### src/rtl/mem_port_if.sv
// Fetch/data request ports and single-ported memory bus of the memory port arbiter.
// slave: arbiter side; master: core requesters plus memory slave.
interface mem_port_if;
   logic        if_req;
   logic [31:0] if_addr;
   logic [31:0] if_rdata;
   logic        if_ack;
   logic        d_req;
   logic        d_we;
   logic        d_size;
   logic [31:0] d_addr;
   logic [31:0] d_wdata;
   logic [31:0] d_rdata;
   logic        d_ack;
   logic        bus_cyc;
   logic        bus_stb;
   logic        bus_we;
   logic [3:0]  bus_sel;
   logic [31:0] bus_adr;
   logic [31:0] bus_dat_o;
   logic [31:0] bus_dat_i;
   logic        bus_ack;
   logic        bus_err_o;

   modport slave (
      input  if_req, if_addr, d_req, d_we, d_size, d_addr, d_wdata, bus_dat_i, bus_ack,
      output if_rdata, if_ack, d_rdata, d_ack,
      output bus_cyc, bus_stb, bus_we, bus_sel, bus_adr, bus_dat_o, bus_err_o
   );

   modport master (
      output if_req, if_addr, d_req, d_we, d_size, d_addr, d_wdata, bus_dat_i, bus_ack,
      input  if_rdata, if_ack, d_rdata, d_ack,
      input  bus_cyc, bus_stb, bus_we, bus_sel, bus_adr, bus_dat_o, bus_err_o
   );
endinterface

### src/rtl/mem_port_arbiter.sv
// Shares one memory bus between fetch and data requesters (IDLE -> BUS -> RESP).
// Optional bus watchdog enabled by defining BUS_TIMEOUT_EN.
module mem_port_arbiter #(
   parameter int unsigned FAIR_LIMIT     = 4,
   parameter int unsigned TIMEOUT_CYCLES = 255
) (
   input logic       clk,
   input logic       reset,
   mem_port_if.slave mp
);

   if (FAIR_LIMIT < 1 || FAIR_LIMIT > 15) begin : g_bad_fair
      $error("mem_port_arbiter: FAIR_LIMIT must be in 1..15");
   end
   if (TIMEOUT_CYCLES < 1) begin : g_bad_timeout
      $error("mem_port_arbiter: TIMEOUT_CYCLES must be at least 1");
   end

   typedef enum logic [1:0] {IDLE, BUS, RESP} state_t;

   localparam logic [3:0] FAIR_MAX = 4'(FAIR_LIMIT);

   state_t      state_q;
   logic [3:0]  fair_q, fair_d;
   logic        req_data_q;
   logic [1:0]  lane_q;
   logic        size_q;
   logic        bus_cyc_q;
   logic        bus_we_q;
   logic [3:0]  bus_sel_q;
   logic [31:0] bus_adr_q;
   logic [31:0] bus_dat_q;
   logic        if_ack_q, d_ack_q;
   logic [31:0] if_rdata_q, d_rdata_q;

   logic        gnt_fetch, gnt_data;
   logic [31:0] adr_d, dat_d, load_d;
   logic [3:0]  sel_d;
   logic        we_d;
   logic [7:0]  ld_byte;
   logic        unused_addr_bits;

   assign unused_addr_bits = ^mp.if_addr[1:0];

   // Data wins contention until it has taken FAIR_LIMIT grants in a row over a waiting fetch.
   always_comb begin
      gnt_fetch = 1'b0;
      gnt_data  = 1'b0;
      if (mp.if_req && mp.d_req) begin
         if (fair_q == FAIR_MAX) gnt_fetch = 1'b1;
         else                    gnt_data  = 1'b1;
      end else if (mp.if_req) begin
         gnt_fetch = 1'b1;
      end else if (mp.d_req) begin
         gnt_data = 1'b1;
      end

      fair_d = fair_q;
      if (!mp.if_req || gnt_fetch)            fair_d = 4'd0;
      else if (gnt_data && fair_q != FAIR_MAX) fair_d = fair_q + 4'd1;

      adr_d = {mp.if_addr[31:2], 2'b00};
      we_d  = 1'b0;
      sel_d = 4'b1111;
      dat_d = '0;
      if (gnt_data) begin
         adr_d = {mp.d_addr[31:2], 2'b00};
         we_d  = mp.d_we;
         sel_d = mp.d_size ? 4'b1111 : (4'b0001 << mp.d_addr[1:0]);
         dat_d = mp.d_size ? mp.d_wdata : {4{mp.d_wdata[7:0]}};
      end
   end

   always_comb begin
      ld_byte = mp.bus_dat_i[7:0];
      case (lane_q)
         2'd1:    ld_byte = mp.bus_dat_i[15:8];
         2'd2:    ld_byte = mp.bus_dat_i[23:16];
         2'd3:    ld_byte = mp.bus_dat_i[31:24];
         default: ld_byte = mp.bus_dat_i[7:0];
      endcase
      load_d = size_q ? mp.bus_dat_i : {{24{ld_byte[7]}}, ld_byte};
   end

`ifdef BUS_TIMEOUT_EN
   localparam int unsigned   WD_W    = (TIMEOUT_CYCLES > 1) ? $clog2(TIMEOUT_CYCLES) : 1;
   localparam logic [WD_W-1:0] WD_LAST = WD_W'(TIMEOUT_CYCLES - 1);
   logic [WD_W-1:0] wd_q;
   logic            err_q;
`endif

   always_ff @(posedge clk) begin
      if (reset) begin
         state_q    <= IDLE;
         fair_q     <= '0;
         req_data_q <= 1'b0;
         lane_q     <= '0;
         size_q     <= 1'b0;
         bus_cyc_q  <= 1'b0;
         bus_we_q   <= 1'b0;
         bus_sel_q  <= '0;
         bus_adr_q  <= '0;
         bus_dat_q  <= '0;
         if_ack_q   <= 1'b0;
         d_ack_q    <= 1'b0;
         if_rdata_q <= '0;
         d_rdata_q  <= '0;
`ifdef BUS_TIMEOUT_EN
         wd_q       <= '0;
         err_q      <= 1'b0;
`endif
      end else begin
         case (state_q)
            IDLE: begin
               fair_q <= fair_d;
               if (gnt_fetch || gnt_data) begin
                  req_data_q <= gnt_data;
                  lane_q     <= mp.d_addr[1:0];
                  size_q     <= mp.d_size;
                  bus_adr_q  <= adr_d;
                  bus_we_q   <= we_d;
                  bus_sel_q  <= sel_d;
                  bus_dat_q  <= dat_d;
                  bus_cyc_q  <= 1'b1;
                  state_q    <= BUS;
`ifdef BUS_TIMEOUT_EN
                  wd_q       <= '0;
`endif
               end
            end
            BUS: begin
               if (mp.bus_ack) begin
                  bus_cyc_q <= 1'b0;
                  state_q   <= RESP;
                  if (req_data_q) begin
                     d_ack_q   <= 1'b1;
                     d_rdata_q <= bus_we_q ? '0 : load_d;
                  end else begin
                     if_ack_q   <= 1'b1;
                     if_rdata_q <= mp.bus_dat_i;
                  end
               end
`ifdef BUS_TIMEOUT_EN
               // A silent slave is abandoned; rdata stays 0 and the error rides on the ack.
               else if (wd_q == WD_LAST) begin
                  bus_cyc_q <= 1'b0;
                  state_q   <= RESP;
                  err_q     <= 1'b1;
                  if (req_data_q) d_ack_q  <= 1'b1;
                  else            if_ack_q <= 1'b1;
               end else begin
                  wd_q <= wd_q + WD_W'(1);
               end
`endif
            end
            RESP: begin
               if_ack_q   <= 1'b0;
               d_ack_q    <= 1'b0;
               if_rdata_q <= '0;
               d_rdata_q  <= '0;
`ifdef BUS_TIMEOUT_EN
               err_q      <= 1'b0;
`endif
               state_q    <= IDLE;
            end
            default: state_q <= IDLE;
         endcase
      end
   end

   assign mp.bus_cyc   = bus_cyc_q;
   assign mp.bus_stb   = bus_cyc_q;
   assign mp.bus_we    = bus_we_q;
   assign mp.bus_sel   = bus_sel_q;
   assign mp.bus_adr   = bus_adr_q;
   assign mp.bus_dat_o = bus_dat_q;
   assign mp.if_ack    = if_ack_q;
   assign mp.if_rdata  = if_rdata_q;
   assign mp.d_ack     = d_ack_q;
   assign mp.d_rdata   = d_rdata_q;
`ifdef BUS_TIMEOUT_EN
   assign mp.bus_err_o = err_q;
`else
   assign mp.bus_err_o = 1'b0;
`endif

endmodule

### src/flat_wrapper.sv
// flat-port wrapper written by rule: the top's interface ports become plain ports
module mem_port_arbiter_flat 
#(
   parameter int unsigned FAIR_LIMIT     = 4,
   parameter int unsigned TIMEOUT_CYCLES = 255
)
  (clk, reset, mp_if_req, mp_if_addr, mp_d_req, mp_d_we, mp_d_size, mp_d_addr, mp_d_wdata, mp_bus_dat_i, mp_bus_ack, mp_if_rdata, mp_if_ack, mp_d_rdata, mp_d_ack, mp_bus_cyc, mp_bus_stb, mp_bus_we, mp_bus_sel, mp_bus_adr, mp_bus_dat_o, mp_bus_err_o);
  mem_port_if mp_i ();
  input logic clk;
  input logic reset;
  input wire logic [$bits(mp_i.if_req)-1:0] mp_if_req;
  input wire logic [$bits(mp_i.if_addr)-1:0] mp_if_addr;
  input wire logic [$bits(mp_i.d_req)-1:0] mp_d_req;
  input wire logic [$bits(mp_i.d_we)-1:0] mp_d_we;
  input wire logic [$bits(mp_i.d_size)-1:0] mp_d_size;
  input wire logic [$bits(mp_i.d_addr)-1:0] mp_d_addr;
  input wire logic [$bits(mp_i.d_wdata)-1:0] mp_d_wdata;
  input wire logic [$bits(mp_i.bus_dat_i)-1:0] mp_bus_dat_i;
  input wire logic [$bits(mp_i.bus_ack)-1:0] mp_bus_ack;
  output wire logic [$bits(mp_i.if_rdata)-1:0] mp_if_rdata;
  output wire logic [$bits(mp_i.if_ack)-1:0] mp_if_ack;
  output wire logic [$bits(mp_i.d_rdata)-1:0] mp_d_rdata;
  output wire logic [$bits(mp_i.d_ack)-1:0] mp_d_ack;
  output wire logic [$bits(mp_i.bus_cyc)-1:0] mp_bus_cyc;
  output wire logic [$bits(mp_i.bus_stb)-1:0] mp_bus_stb;
  output wire logic [$bits(mp_i.bus_we)-1:0] mp_bus_we;
  output wire logic [$bits(mp_i.bus_sel)-1:0] mp_bus_sel;
  output wire logic [$bits(mp_i.bus_adr)-1:0] mp_bus_adr;
  output wire logic [$bits(mp_i.bus_dat_o)-1:0] mp_bus_dat_o;
  output wire logic [$bits(mp_i.bus_err_o)-1:0] mp_bus_err_o;
  assign mp_i.if_req = mp_if_req;
  assign mp_i.if_addr = mp_if_addr;
  assign mp_i.d_req = mp_d_req;
  assign mp_i.d_we = mp_d_we;
  assign mp_i.d_size = mp_d_size;
  assign mp_i.d_addr = mp_d_addr;
  assign mp_i.d_wdata = mp_d_wdata;
  assign mp_i.bus_dat_i = mp_bus_dat_i;
  assign mp_i.bus_ack = mp_bus_ack;
  assign mp_if_rdata = mp_i.if_rdata;
  assign mp_if_ack = mp_i.if_ack;
  assign mp_d_rdata = mp_i.d_rdata;
  assign mp_d_ack = mp_i.d_ack;
  assign mp_bus_cyc = mp_i.bus_cyc;
  assign mp_bus_stb = mp_i.bus_stb;
  assign mp_bus_we = mp_i.bus_we;
  assign mp_bus_sel = mp_i.bus_sel;
  assign mp_bus_adr = mp_i.bus_adr;
  assign mp_bus_dat_o = mp_i.bus_dat_o;
  assign mp_bus_err_o = mp_i.bus_err_o;
  mem_port_arbiter #(.FAIR_LIMIT(FAIR_LIMIT), .TIMEOUT_CYCLES(TIMEOUT_CYCLES)) u_core (.clk(clk), .reset(reset), .mp(mp_i));
endmodule
### config.mk
export PLATFORM = sky130hd
export DESIGN_NAME = mem_port_arbiter_flat
export DESIGN_NICKNAME = d
export VERILOG_FILES = /design/src/rtl/mem_port_if.sv /design/src/rtl/mem_port_arbiter.sv /design/src/flat_wrapper.sv
export SDC_FILE = /design/constraint.sdc
export NUM_CORES = 1
export LEC_CHECK = 0
export CELL_PAD_IN_SITES_DETAIL_PLACEMENT = 1
export CELL_PAD_IN_SITES_GLOBAL_PLACEMENT = 1
export CORE_MARGIN = 1.5
export CORE_UTILIZATION = 32
export CTS_CLUSTER_DIAMETER = 80
export DETAILED_ROUTE_END_ITERATION = 6
export PLACE_DENSITY = 0.92
export SLEW_MARGIN = 10
export SYNTH_ARGS = -nofsm -noshare
export SYNTH_HDL_FRONTEND = slang
export SYNTH_SLANG_ARGS = --single-unit
export TNS_END_PERCENT = 20
### constraint.sdc
create_clock -name clk -period 3.13 [get_ports clk]
set_clock_uncertainty 0.15 [all_clocks]
set_input_delay 0.7825 -clock clk [delete_from_list [all_inputs] [get_ports clk]]
set_output_delay 0.7825 -clock clk [all_outputs]
set_load 0.1 [all_outputs]
# Word-level counts from Yosys, hierarchy flattened
# Cells that the tools add are included.
[op_classes] magnitude_cmp=0 n_shift=1 n_reduce_logical=15 div_mod_pow=0 mux=36 n_addsub=1 multipliers=0 n_eq_ne=11 bitwise=0
[ops] cell="two-way mux 32 bit" n=9
[ops] cell="case mux 32 bit (2 select lines)" n=2
[ops] cell="case mux 8 bit (3 select lines)" n=1
[ops] cell="two-way mux 4 bit" n=4
[ops] cell="two-way mux 1 bit" n=14
[ops] cell="AND reduction 3 bit" n=3
[ops] cell="== test 2 bit, second input constant" n=3
[ops] cell="case mux 1 bit (2 select lines)" n=3
[ops] cell="AND reduction 2 bit" n=3
[ops] cell="nonzero test 2 bit" n=3
[ops] cell="adder 4 x 1 -> 4 bit, second input constant" n=1
[ops] cell="== test 2 x 1 -> 1 bit, second input constant" n=2
[ops] cell="== test 4 x 3 -> 1 bit, second input constant" n=1
[ops] cell="two-way mux 2 bit" n=2
[ops] cell="!= test 2 x 1 -> 1 bit, second input constant" n=2
[ops] cell="!= test 2 bit, second input constant" n=2
[ops] cell="!= test 4 x 3 -> 1 bit, second input constant" n=1
[ops] cell="case mux 2 bit (2 select lines)" n=1
[ops] cell="<< shifter 1 x 2 -> 4 bit, first input constant" n=1
[ops] cell="logical AND 1 bit" n=2
[ops] cell="logical NOT 2 bit" n=1
[ops] cell="logical OR 1 bit" n=2
[ops] cell="logical NOT 1 bit" n=1
[word_totals] output_inout_bits=138 memories=0 romBits=0 latch_bits=0 register_bits=146 word_cells=78 ram_bits=0 input_bits=135

# Depth between registers and ports, before layout
# Gate-level depths: netlist of run 1.
[depth] ltp_word=7 ltp_mapped=7 depth_no_buf=6

# Worst setup path after synthesis of run 1
# OpenSTA, ideal clock, no wires.
[synth_path] path_type="register to output" startpoint="reg u_core.bus_cyc_q (netlist: u_core.mp.bus_cyc)" endpoint="out mp_bus_stb" setup_slack_ns=0.824 path_stages_with_launch=2 n_path_buf=1 arrival_time_ns=1.373 t_required_ns=2.197 cell_sequence="dfxtp_1 buf_4"
[synth_lines] item="start: declaration" line_no="mem_port_arbiter.sv:28" source="logic bus_cyc_q;"
[synth_lines] item="start signal: assignment" line_no="mem_port_arbiter.sv:99" source="bus_cyc_q <= 1'b0;"
[synth_lines] item="start signal: assignment" line_no="mem_port_arbiter.sv:124" source="bus_cyc_q <= 1'b1;"
[synth_lines] item="start signal: assignment" line_no="mem_port_arbiter.sv:133" source="bus_cyc_q <= 1'b0;"
[synth_lines] item="end: declaration" line_no="flat_wrapper.sv:25" source="output wire logic [$bits(mp_i.bus_stb)-1:0] mp_bus_stb;"
# No word-level cell between the ends.

# Worst setup path in the final report of run 1
[layout_path] startpoint="in mp_bus_ack" endpoint="reg u_core.d_rdata_q[17] (netlist: u_core.mp.d_rdata[17])"
[layout_via] elab_chain_len=2
[layout_rtl] item="start: declaration" line_no="flat_wrapper.sv:19" source="input wire logic [$bits(mp_i.bus_ack)-1:0] mp_bus_ack;"
[layout_rtl] item="!= test 2 bit (no line)"
[layout_rtl] item="AND reduction 3 bit (no line)"
[layout_rtl] item="end signal: assignment" line_no="mem_port_arbiter.sv:137" source="d_rdata_q <= bus_we_q ? '0 : load_d;"
[layout_rtl] item="end: declaration" line_no="mem_port_arbiter.sv:34" source="logic [31:0] if_rdata_q, d_rdata_q;"
# Every way passes these cells.
# A chain may end at the register's enable or synchronous reset.

==> results.ini, run 1 <==
[status]
outcome=complete, no violations

[grt]
grt_antenna_before_repair=0
grt_pass1_vias=6391
grt_usage=0.230
grt_pass1_wl_um=35100
grt_overflow=0
grt_max_degree=65

[critical_path]
cp-end-kind=register
worst-setup-path-type=input port to register
cp_max_fo=25
start_kind=input port
cp.required_ps=3330
critPathArrivalTime_ps=2560
r2r_start=u_core.fair_q[0]
reg2regPathDepth=7
crit_chain=clkdlybuf4s50_1, nand3b_2, nor3_4, and3b_1, nand2b_1
rr_endpoint=u_core.mp.bus_adr[27]
cp_slowest_stage_delay_ps=640
reg2reg_slack_ps=1110
path_buf_inv=1
crit_path_top_delay_cell=and3b_1
cp.depth=5
cp_top_family=simple AND/OR/NAND/NOR gates

[place]
gp_congestion=0.796
dp_hpwl_um=15900
port_buffers=267

[synth]
synth_top_family_by_area=simple AND/OR/NAND/NOR gates
muxShareOfSynthArea=0.0177
yosysTopAreaCell=dfxtp_1
yosys_warnings=0
synth_cells=667
syn_avg_cell_area_um2=8.79
syn-cell-area_um2=5860
synth_compound_area_frac=0.186
yosys.area_share.xor_xnor=0
ys.flop_type=dfxtp_1
yosysTopAreaCellShare=0.492
synth_edf_count=0
ys_seq_area_frac=0.492
yosysUniqueCellTypes=46
async_flop_share=0
synth_area_leaders=dfxtp_1 (49%), nor2_1 (7.3%), nor3_1 (5.4%)
synth-simple-area-share=0.247
yosys.area_share.adder=0.00427
synth-seq-cells=144

[sta]
period_share=0.753
finalSetupViolCount=0
tightest_slew_ps=762
final.setup.tns_ps=0
clock.fmax_mhz=424
max_slew_margin=0.491
rsz0062_at_grt=no
maxSlewViolCount=0
hold_viol=0
period_needed_ps=2360
whs_ps=315

[floorplan]
ioPinCount=273
core_area_um2=18000
dieHeight_um=138
die_x_um=138
rows=49
dieArea_um2=19100
start_util=0.326

[route]
drc_errors=0
drtPass1Iterations=4
dr_wl_met2_um=10800
post_drt_wl_per_cell_um=19.4
maxUsedRoutingLayer=met4
wl_um=22300
route.met3.wl_um=1650
antenna_left=0
wl_met1_um=9150
vias=6175
drt_iter0_drc=233
routed_via_density=5.37

[power_and_ir_drop]
power_leakage_nw=3.69
internal-power_mw=3.83
switchingPower_mw=2.12
p_seq_frac=0.340
power_density_nw_per_um2=659
ir_drop_mv=0.345
p_clk_frac=0.384
power_frac_comb=0.276
switching_share=0.356

[clock_tree]
numCtsBuffers=17
cts_tree=done
clkLatencyLatePin_ps=410
path_clk_slew_ps=60
clockRootBuffer=clkbuf_16
cts_resized=0
cts_hold_buf=0
post_cts_buffers=0
clockBufferDepth=2
cts.sinks=144
htree_levels=4

[hold_path]
worstHoldPathType=register to register
holdPathStages=2
min_from=u_core.mp.d_rdata[3]
whs_endpoint=u_core.mp.d_rdata[3]

[cells_and_area]
drive_gt1_frac=0.212
syn2layout_area_growth_pct=54.1
n_antenna_cell=0
fillers=2053
fin_nets=1044

[run]
cap_violations=0

cell usage after synthesis, types with 2 or more instances:
cell type    n
inv_1        4
nor3_1      63
buf_6        2
a21oi_1     48
buf_2       14
buf_4        4
a211oi_1     3
nor2_1     114
nand3_1      3
a22oi_1     41
mux2i_1      7
ha_1         2
nor4_1      30
a2bb2oi_1   24
nand2b_1    29
clkbuf_1    44
o221ai_1     7
nand2_1     17
nor3b_1      7
buf_1        2
a32oi_1     25
dfxtp_1    144
and3_1       2
nor2b_1      9
worst max-delay path by stage:
stage	end	slack, ps	from
finish	u_core.mp.d_rdata[17]	770	mp_bus_ack
global route	u_core.mp.d_rdata[18]	620	mp_bus_ack
CTS	u_core.mp.d_rdata[17]	770	mp_bus_ack
detailed placement	u_core.mp.d_rdata[10]	340	mp_bus_ack
global placement	u_core.mp.d_rdata[27]	390	mp_bus_ack
floorplan	mp_bus_stb	820	u_core.mp.bus_cyc
cells in the final DEF, fill, tap and decap left out, types with 25 or more instances in the layout:
cell type	Yosys	layout
a32oi_1	25	25
a22oi_1	41	41
nor3_1	63	63
a21oi_1	48	48
nor2_1	114	113
nand2b_1	29	29
nor4_1	30	30
dfxtp_1	144	144
buf_4	4	152
clkdlybuf4s50_1	0	131
power by group through the flow:
| stage | combinational [mW] | sequential [mW] | clock (mW) |
|---|---|---|---|
| 2_1_floorplan | 0.410 | 2.79 | 0 |
| 3_3_place_gp | 1.62 | 2.05 | 0 |
| 3_5_place_dp | 1.65 | 2.06 | 0 |
| 4_1_cts | 1.65 | 2.02 | 2.33 |
| 5_1_grt | 1.71 | 2.04 | 2.42 |
| 6_report | 1.64 | 2.02 | 2.29 |
worst min-delay path, delay by kind of cell (launching register included):
kind            cells  cell delay [ps]
simple gates        1               50
flops               1              310
compound gates      1               50
per-stage QoR:
step	util	area [um^2]	setup WS (ps)	cells	total power, mW
2_1_floorplan	-	5870	824	669	3.20
3_3_place_gp	0.466	8380	389	1117	3.68
3_5_place_dp	0.466	8380	343	1117	3.71
4_1_cts	0.503	9030	773	1149	6.00
5_1_grt	0.503	9030	620	1149	6.17
6_report	0.503	9030	773	1149	5.95
layout make-up:
| class | count | area, um^2 | area share |
|---|---|---|---|
| Multi-Input combinational cell | 455 | 2700 | 0.299 |
| Clock buffer | 18 | 429 | 0.0475 |
| Timing Repair Buffer | 285 | 2490 | 0.276 |
| Clock inverter | 14 | 226 | 0.0251 |
| Tap cell | 229 | 287 | 0.0317 |
| Sequential cell | 144 | 2880 | 0.319 |
| Inverter | 4 | 15.0 | 0.00166 |
registers in the layout, indices dropped and copies added, names as in the netlist:
register	flops
u_core.mp.bus_dat_o	32
u_core.mp.bus_we	1
u_core.mp.bus_adr	30
u_core.mp.d_rdata	32
u_core.mp.if_ack	1
u_core.size_q	1
u_core.req_data_q	1
u_core.lane_q	2
u_core.mp.bus_sel	4
u_core.state_q	2
u_core.mp.bus_cyc	1
u_core.fair_q	4
u_core.mp.if_rdata	32
u_core.mp.d_ack	1
metal layers:
| layer | vias to the layer above | GRT usage |
|---|---|---|
| met2 | 253 | 0.392 |
| li1 | 2906 | - |
| met5 | - | 0 |
| met4 | 0 | 0.106 |
| met1 | 2972 | 0.269 |
| met3 | 44 | 0.0634 |
cells by family (layout without fill, tap and decap cells):
group / Yosys count / in the layout
other: 1 / 3
adder cells (fa/ha/maj): 2 / 2
buffers and inverters: 70 / 321
AO/OA/AOI/OAI: 152 / 152
flip-flops: 144 / 144
AND/OR/NAND/NOR: 289 / 289
multiplexers: 9 / 9
Power figures use the tool's default switching activity.
==> run 2: changes to the inputs <==
--- a/config.mk
+++ b/config.mk
@@ -8,10 +8,10 @@
 export CELL_PAD_IN_SITES_DETAIL_PLACEMENT = 1
 export CELL_PAD_IN_SITES_GLOBAL_PLACEMENT = 1
 export CORE_MARGIN = 1.5
-export CORE_UTILIZATION = 32
+export CORE_UTILIZATION = 29
 export CTS_CLUSTER_DIAMETER = 80
 export DETAILED_ROUTE_END_ITERATION = 6
-export PLACE_DENSITY = 0.92
+export PLACE_DENSITY = 0.85
 export SLEW_MARGIN = 10
 export SYNTH_ARGS = -nofsm -noshare
 export SYNTH_HDL_FRONTEND = slang
==> constraint.sdc (replaced) <==
create_clock -name clk -period 2.2 [get_ports clk]
set_clock_uncertainty 0.15 [all_clocks]
set_input_delay 0.55 -clock clk [delete_from_list [all_inputs] [get_ports clk]]
set_output_delay 0.55 -clock clk [all_outputs]
set_load 0.1 [all_outputs]
==> run 2 against run 1 <==
- total power rose by 42%
- core utilization down 0.60 points
- flip-flop and latch count unchanged
- worst hold slack worse by 12 ps
- non-clock buffer count is 15 higher
- combinational power grew 55%
- routed wire length increased by 1.9%
- critical path depth did not move
- sequential power rose by 43%
- largest power group unchanged
==> results.ini, run 2 (synthesized netlist as in run 1, its figures left out) <==
[power_and_ir_drop]
ir_drop_mv=0.531
p_clk_frac=0.358
power_leakage_nw=3.92
switchingPower_mw=3.15
power_frac_comb=0.300
p_total_mw=8.47
p_seq_frac=0.342
switching_share=0.372
power_density_nw_per_um2=867
internal-power_mw=5.31

[clock_tree]
clockBufferDepth=2
cts.sinks=144
post_cts_buffers=0
clockRootBuffer=clkbuf_16
cts_resized=0
htree_levels=4
cts_hold_buf=0
cts_tree=done
path_clk_slew_ps=60
clkLatencyLatePin_ps=420
numCtsBuffers=17

[route]
antenna_left=0
wl_um=22700
vias=6161
routed_via_density=5.13
drt_iter0_drc=255
drc_errors=0
drtPass1Iterations=5
post_drt_wl_per_cell_um=18.9

[cells_and_area]
finalInstanceArea_um2=9770
fin_nets=1059
syn2layout_area_growth_pct=66.6
post-route-util=0.497
layout_commonest_cell=dfxtp_1
final_cell_mix=dfxtp_1 (144), clkdlybuf4s50_1 (131), buf_4 (118), nor2_1 (113), nor3_1 (63)
n_antenna_cell=0
drive_gt1_frac=0.226

[critical_path]
worst-setup-path-type=input port to register
critPathArrivalTime_ps=2090
cp_max_fo=25
start_kind=input port
cp-end-kind=register
cp.required_ps=2340

[sta]
finalSetupViolCount=0
hold_viol=0
period_needed_ps=1940
clock.fmax_mhz=515
rsz0062_at_grt=no
fin_ws_ps=259
final.setup.tns_ps=0
maxSlewViolCount=0
period_share=0.882

[floorplan]
dieArea_um2=21100
core_area_um2=19700
die_x_um=145
start_util=0.298
ioPinCount=273
dieHeight_um=145
rows=51

[place]
dpl_cell_area_um2=9150
dp_hpwl_um=16400
port_buffers=267
gp_congestion=0.775
pre_cts_slack_ps=-164

[hold_path]
worstHoldPathType=register to register

[grt]
grt_max_degree=39
grt_usage=0.216
grt_overflow=0
grt_antenna_before_repair=0
grt_pass1_wl_um=36200
grt_pass1_vias=6489

[status]
outcome=complete, no violations

[run]
cap_violations=0

## run 2: cell types whose count changed in the layout (fill, tap and decap cells not counted), sizes merged
| cell | before | now |
|---|---|---|
| buf | 154 | 169 |
| bufinv | 5 | 2 |
| clkbuf | 18 | 17 |
| clkinv | 3 | 4 |
| inv | 9 | 12 |
## run 2: power by group through the flow
| stage | clock network [mW] | logic (mW) | registers [mW] |
|---|---|---|---|
| final | 3.03 | 2.54 | 2.89 |
| after floorplan | 0 | 0.584 | 3.97 |
| after detailed placement | 0 | 2.54 | 2.95 |
| after CTS | 3.10 | 2.55 | 2.89 |
| after global routing | 3.23 | 2.65 | 2.91 |
| after global placement | 0 | 2.50 | 2.94 |
## run 2: critical path, cell delays in order
cell and delay, ps:
clkdlybuf4s50_1 490, mux4_2 510, and3b_1 230, buf_12 160
nand2b_1 150
## run 2: area by class of cell
cell class,count,area (um^2)
repair buffers,300,3220
clock inverters,15,191
multi-input cells,455,2700
flip-flops and latches,144,2880
inverters,4,15.0
clock buffers,17,425
well taps,265,332
fillers,2253,9890
## run 2: final timing paths
path / slack [ps] / cells after the start / to / from
worst max register to register: 280 / 7 / u_core.mp.bus_adr[17] / u_core.fair_q[1]
worst min register to register: 300 / 2 / u_core.mp.d_rdata[2] / u_core.mp.d_rdata[2]
worst min-delay path: 300 / 2 / u_core.mp.d_rdata[2] / u_core.mp.d_rdata[2]
worst max-delay path: 260 / 5 / u_core.mp.d_rdata[15] / mp_bus_dat_i[15]
## run 2: metrics by stage
stage / hold WS [ps] / std cells
after CTS: 307 / 1200
after global routing: 343 / 1200
after floorplan: 310 / 669
after global placement: 291 / 1168
final: 303 / 1200
after detailed placement: 298 / 1168
## run 2: per-layer routing
layer	global-route usage	wire, um	vias to the layer above
met5	0	0	-
met3	0.0626	1510	36
met2	0.367	11300	213
met1	0.257	9360	2981
li1	-	-	2931
met4	0.0847	559	0
